### src/rtl/cluster_config_loader.sv
`default_nettype none
// +--------------------------------------------------------------------------+
// | cluster_config_loader: byte-fed serialiser driving a cluster config chain |
// | Revision 1.0                                                             |
// +--------------------------------------------------------------------------+
module cluster_config_loader #(
  parameter int CHAIN_LEN = 350,
  parameter int CLK_DIV   = 2
) (
  input  logic       clk,
  input  logic       rst,
  input  logic       start,
  input  logic [7:0] in_data,
  input  logic       in_valid,
  output logic       in_ready,
  output logic       prog_clk,
  output logic       prog_en,
  output logic       prog_in,
  output logic       busy,
  output logic       done
);

  localparam int CNT_W = $clog2(CHAIN_LEN + 1);
  localparam int PH_W  = $clog2(CLK_DIV + 1);
  localparam logic [CNT_W-1:0] C_CHAIN = CNT_W'(CHAIN_LEN);
  localparam logic [PH_W-1:0]  C_DIV   = PH_W'(CLK_DIV);
  localparam logic [CNT_W-1:0] C_LAST  = CNT_W'(1);
  localparam logic [PH_W-1:0]  C_PH1   = PH_W'(1);

  typedef enum logic [2:0] {
    IDLE   = 3'd0,
    FETCH  = 3'd1,
    LOW    = 3'd2,
    HIGH   = 3'd3,
    FINISH = 3'd4
  } state_t;

  state_t           state_q,    state_d;
  logic [CNT_W-1:0] bit_cnt_q,  bit_cnt_d;
  logic [PH_W-1:0]  phase_q,    phase_d;
  logic [2:0]       bit_idx_q,  bit_idx_d;
  logic [7:0]       act_byte_q, act_byte_d;
  logic [7:0]       pf_byte_q,  pf_byte_d;
  logic             pf_vld_q,   pf_vld_d;
  logic             prog_clk_q, prog_clk_d;
  logic             prog_en_q,  prog_en_d;
  logic             prog_in_q,  prog_in_d;
  logic             busy_q,     busy_d;
  logic             done_q,     done_d;

  logic [2:0]       next_idx;
  logic             accept;

  assign in_ready = busy_q && !pf_vld_q;
  assign accept   = in_valid && in_ready;
  assign next_idx = bit_idx_q + 3'd1;

  assign prog_clk = prog_clk_q;
  assign prog_en  = prog_en_q;
  assign prog_in  = prog_in_q;
  assign busy     = busy_q;
  assign done     = done_q;

  always_comb begin
    state_d    = state_q;
    bit_cnt_d  = bit_cnt_q;
    phase_d    = phase_q;
    bit_idx_d  = bit_idx_q;
    act_byte_d = act_byte_q;
    pf_byte_d  = pf_byte_q;
    pf_vld_d   = pf_vld_q;
    prog_clk_d = prog_clk_q;
    prog_en_d  = prog_en_q;
    prog_in_d  = prog_in_q;
    busy_d     = busy_q;
    done_d     = 1'b0;

    // Accepts only land in an empty prefetch slot; the moves below only fire
    // when it is full, so the two never collide and FINISH can flush freely.
    if (accept) begin
      pf_byte_d = in_data;
      pf_vld_d  = 1'b1;
    end

    unique case (state_q)
      IDLE: begin
        if (start) begin
          state_d   = FETCH;
          busy_d    = 1'b1;
          bit_cnt_d = C_CHAIN;
          pf_vld_d  = 1'b0;
        end
      end
      FETCH: begin
        if (pf_vld_q) begin
          act_byte_d = pf_byte_q;
          pf_vld_d   = 1'b0;
          bit_idx_d  = 3'd0;
          prog_in_d  = pf_byte_q[0];
          prog_en_d  = 1'b1;
          phase_d    = C_PH1;
          state_d    = LOW;
        end
      end
      LOW: begin
        if (phase_q == C_DIV) begin
          phase_d    = C_PH1;
          prog_clk_d = 1'b1;
          state_d    = HIGH;
        end else begin
          phase_d = phase_q + 1'b1;
        end
      end
      HIGH: begin
        if (phase_q == C_DIV) begin
          phase_d    = C_PH1;
          prog_clk_d = 1'b0;
          bit_cnt_d  = bit_cnt_q - 1'b1;
          bit_idx_d  = next_idx;
          if (bit_cnt_q == C_LAST) begin
            prog_en_d = 1'b0;
            prog_in_d = 1'b0;
            done_d    = 1'b1;
            state_d   = FINISH;
          end else if (bit_idx_q == 3'd7) begin
            // Byte exhausted: a full prefetch slot is swapped in without a FETCH bubble.
            if (pf_vld_q) begin
              act_byte_d = pf_byte_q;
              pf_vld_d   = 1'b0;
              prog_in_d  = pf_byte_q[0];
              state_d    = LOW;
            end else begin
              state_d = FETCH;
            end
          end else begin
            prog_in_d = act_byte_q[next_idx];
            state_d   = LOW;
          end
        end else begin
          phase_d = phase_q + 1'b1;
        end
      end
      FINISH: begin
        busy_d   = 1'b0;
        pf_vld_d = 1'b0;
        state_d  = IDLE;
      end
      default: begin
        state_d = IDLE;
      end
    endcase
  end

  always_ff @(posedge clk or negedge rst) begin
    if (!rst) begin
      state_q    <= IDLE;
      bit_cnt_q  <= '0;
      phase_q    <= '0;
      bit_idx_q  <= '0;
      act_byte_q <= '0;
      pf_byte_q  <= '0;
      pf_vld_q   <= 1'b0;
      prog_clk_q <= 1'b0;
      prog_en_q  <= 1'b0;
      prog_in_q  <= 1'b0;
      busy_q     <= 1'b0;
      done_q     <= 1'b0;
    end else begin
      state_q    <= state_d;
      bit_cnt_q  <= bit_cnt_d;
      phase_q    <= phase_d;
      bit_idx_q  <= bit_idx_d;
      act_byte_q <= act_byte_d;
      pf_byte_q  <= pf_byte_d;
      pf_vld_q   <= pf_vld_d;
      prog_clk_q <= prog_clk_d;
      prog_en_q  <= prog_en_d;
      prog_in_q  <= prog_in_d;
      busy_q     <= busy_d;
      done_q     <= done_d;
    end
  end

endmodule
`default_nettype wire
### config.mk
export PLATFORM = sky130hd
export DESIGN_NAME = cluster_config_loader
export DESIGN_NICKNAME = d
export VERILOG_FILES = /design/src/rtl/cluster_config_loader.sv
export SDC_FILE = /design/constraint.sdc
export NUM_CORES = 1
export LEC_CHECK = 0
export CAP_MARGIN = 10
export CORE_ASPECT_RATIO = 0.8
export CORE_MARGIN = 2
export CORE_UTILIZATION = 55
export CTS_BUF_LIST = sky130_fd_sc_hd__clkbuf_16
export CTS_CLUSTER_DIAMETER = 120
export DETAILED_ROUTE_END_ITERATION = 6
export PLACE_DENSITY = 0.76
export SLEW_MARGIN = 20
export SYNTH_ARGS = -nofsm -noshare
export SYNTH_HDL_FRONTEND = slang
export SYNTH_SLANG_ARGS = --single-unit
### constraint.sdc
create_clock -name clk -period 2.1 [get_ports clk]
set_input_delay 0.315 -clock clk [delete_from_list [all_inputs] [get_ports clk]]
set_output_delay 0.315 -clock clk [all_outputs]
set_load 0.05 [all_outputs]
==> run_results.csv, run 1 <==
group,metric,value,unit
detailed_routing,drtIter0Drc,129,
clock_network,cts_buffers,5,
cells_and_area,drive_gt1_frac,0.236,
yosys,synthCells,175,
timing,tightest_slew,0.846,ns
yosys,synth-async-reset-ratio,1.00,
yosys,synth_area,1970,µm²
die,core-area,3420,µm²
detailed_routing,avgRoutedWirePerCell,16.8,µm
die,die_w,70.9,µm
worst_setup_path,cp.required,2.26,ns
pwr,switching_share,0.191,
placement,place_congestion,0.871,
yosys,avgSynthCellArea,11.2,µm²
timing,skew,0.00486,ns
pwr,p_leak,1.03,nW
cells_and_area,finalNetCount,219,
timing,grt_setup_unrepaired,"no",
global_route,antenna_found_initial,0,
global_route,grt_pass1_vias,1537,
clock_network,clk_latency,0.28,ns
global_route,grt.overflow.total,0,
timing,fin_crit,1.94,ns
yosys,synth_cell_type_count,44,
cells_and_area,diodes,0,
pwr,pwr-share-comb,0.025,
worst_setup_path,cp_max_fo,8,
pwr,ir_drop,0.504,mV
clock_network,clock_path_buffers,2,
pwr,p_clk_frac,0.513,
yosys,synth_area_leader_cell,"dfrtp_1",
yosys,syn-num-nets,192,
yosys,synth_seq_cells,39,
worst_setup_path,end_kind,"register",
worst_setup_path,worst_ep_arrival_time,2.10,ns
placement,post-place-ws,0.00839,ns
yosys,yosysMostFrequentCell,"dfrtp_1",
cells_and_area,area_growth,22.2,%
yosys,synth_ff_type,"dfrtp_1",
clock_network,root_buffer,"clkbuf_16",
placement,hpwl,2850,µm
timing,timing.fmax,517,MHz
die,ios,18,
die,initial_utilization,0.575,
global_route,grt_util_met3,0.0742,
yosys,ys_top_cells_by_area,"dfrtp_1, mux2_2, ha_1",
die,die_area,4080,µm²
detailed_routing,drc,0,
yosys,yosysWarnings,0,
yosys,synth_common_cells,"dfrtp_1, mux2_2, nand2_1",
timing,setup_tns,0,ns
yosys,ys_seq_area_frac,0.496,
timing,fin_ws,0.165,ns
pwr,p_int,1.33,mW
pwr,p_sw,313,µW
global_route,grt_pass1_wl,7360,µm
clock_network,h-tree-depth,2,
clock_network,cts.sinks,39,
detailed_routing,first_pass_iters,4,
pwr,power_density,684,nW/µm²
detailed_routing,via_per_inst,6.11,
yosys,yosysTopAreaCellShare,0.496,
cells_and_area,fillers,259,
global_route,grt_use_total,0.236,
timing,slew_headroom,0.436,
worst_setup_path,critPathKind,"register to register",
global_route,grt_max_degree,40,
timing,drv_slew,0,
timing,hold_viol_final,0,
run_status,status,"finished, final reports clean",
detailed_routing,routed_wl,4120,µm
placement,io_buffers,17,
clock_network,cts_tree,"built",
die,placementRows,19,
yosys,synth-edff-count,0,
worst_setup_path,start_kind,"register",
pwr,seq_power_share,0.462,
global_route,grt_busiest_layer,"met2",
timing,setup_viol_count_final,0,
detailed_routing,vias,1496,
global_route,grt_use_met1,0.324,
global_route,grt_use_met2,0.360,
die,fp.dieH,57.5,µm
job,drv_cap,0,
clock_network,path_clk_slew,0.06,ns
detailed_routing,ant_nets,0,
min_path,hp-class,"input pin to async pin",
timing,period_share,0.921,
## cells in the final DEF, fill, tap and decap left out, drive strengths merged, types with 2 or more instances in the layout
cell type / instances
inv: 5
nand2: 12
clkdlybuf4s50: 15
xnor2: 5
nor3: 5
o31ai: 4
nor2b: 4
a31oi: 3
and4: 2
or4: 2
dfrtp: 39
mux2i: 3
clkbuf: 5
or3: 3
a21oi: 7
o21ai: 10
ha: 5
nand2b: 6
a211oi: 4
buf: 12
nor2: 10
mux2: 16
nand3: 2
and3b: 2
a2111oi: 5
clkinv: 2
## worst paths after layout
check | startpoint | to | slack, ns | cells after the start
worst max-delay path | bit_cnt_q[1] | act_byte_q[6] | 0.16 | 6
worst min-delay path | rst | pf_byte_q[5] | 0.14 | 1
worst max register to register | bit_cnt_q[1] | act_byte_q[6] | 0.16 | 6
worst min register to register | prog_en | prog_en | 0.50 | 2
max in group asynchronous | rst | bit_idx_q[1] | 1.43 | 1
min in group clk | prog_en | prog_en | 0.50 | 2
## layer usage
| layer | share of wire | up-vias |
|---|---|---|
| met5 | 0 | - |
| met4 | 0.011 | 0 |
| met3 | 0.045 | 5 |
| met2 | 0.48 | 34 |
| met1 | 0.46 | 764 |
| li1 | - | 693 |
## sequential cells by signal (all words and copies together) (netlist names)
name and count:
bit_cnt_q 9, prog_clk 1, act_byte_q 8, phase_q 2, done 1, pf_vld_q 1, busy 1, pf_byte_q 8
prog_en 1, prog_in 1, state_q 3, bit_idx_q 3
## area by class of cell
class | count | area (µm²) | area share
repair buffers | 27 | 238 | 0.0989
flip-flops and latches | 39 | 976 | 0.406
clock buffers | 5 | 125 | 0.0520
inverters | 5 | 18.8 | 0.00780
multi-input cells | 124 | 956 | 0.398
well taps | 42 | 52.6 | 0.0219
clock inverters | 3 | 38.8 | 0.0161
## critical path: stages, from the launching register on
cell and delay [ns]:
dfrtp_1 0.40, inv_1 0.09, ha_1 0.18, or4b_1 0.21, o21ai_2 0.08, a211oi_4 0.45
mux2_2 0.40
## power groups by stage
stage                     logic [mW]  registers [mW]  clock network [mW]
final                         0.0410           0.760               0.843
after global routing          0.0469           0.760               0.891
after CTS                     0.0430           0.759               0.858
after detailed placement      0.0427           0.773                   0
after global placement        0.0405           0.773                   0
after floorplan              0.00478           0.772                   0
## logic make-up (layout without fill, tap and decap cells)
family,count (synthesis),in the layout,synth area share
compound gates,37,37,0.142
xor+xnor,5,5,0.0222
fa+ha+maj,5,5,0.0318
buf+inv,12,40,0.0235
flops,39,39,0.496
mux,20,20,0.118
simple gates,57,57,0.167
## repair_timing
item,4_1_cts,5_1_grt
resized for setup,0,1
hold buffers,0,0
setup endpoints to repair,0,13
buffers inserted,0,1
## metrics by stage
step	hold slack [ns]	area, µm²	util	instances	power (mW)
after floorplan	0.0194	1970	-	175	0.777
after global placement	0.451	2230	0.650	236	0.813
after detailed placement	0.478	2230	0.650	236	0.816
after CTS	0.176	2390	0.698	244	1.66
after global routing	0.212	2400	0.702	245	1.70
final	0.138	2400	0.702	245	1.64
No activity file was read; power rests on OpenSTA's default activity.
==> run 2, diff against run 1 <==
--- a/config.mk
+++ b/config.mk
@@ -11,6 +11,7 @@
 export CORE_UTILIZATION = 55
 export CTS_BUF_LIST = sky130_fd_sc_hd__clkbuf_16
 export CTS_CLUSTER_DIAMETER = 120
+export CTS_CLUSTER_SIZE = 25
 export DETAILED_ROUTE_END_ITERATION = 6
 export PLACE_DENSITY = 0.76
 export SLEW_MARGIN = 20
==> results of run 2 <==
Same layout as run 1: the final DEF is identical, and so are final timing and power.
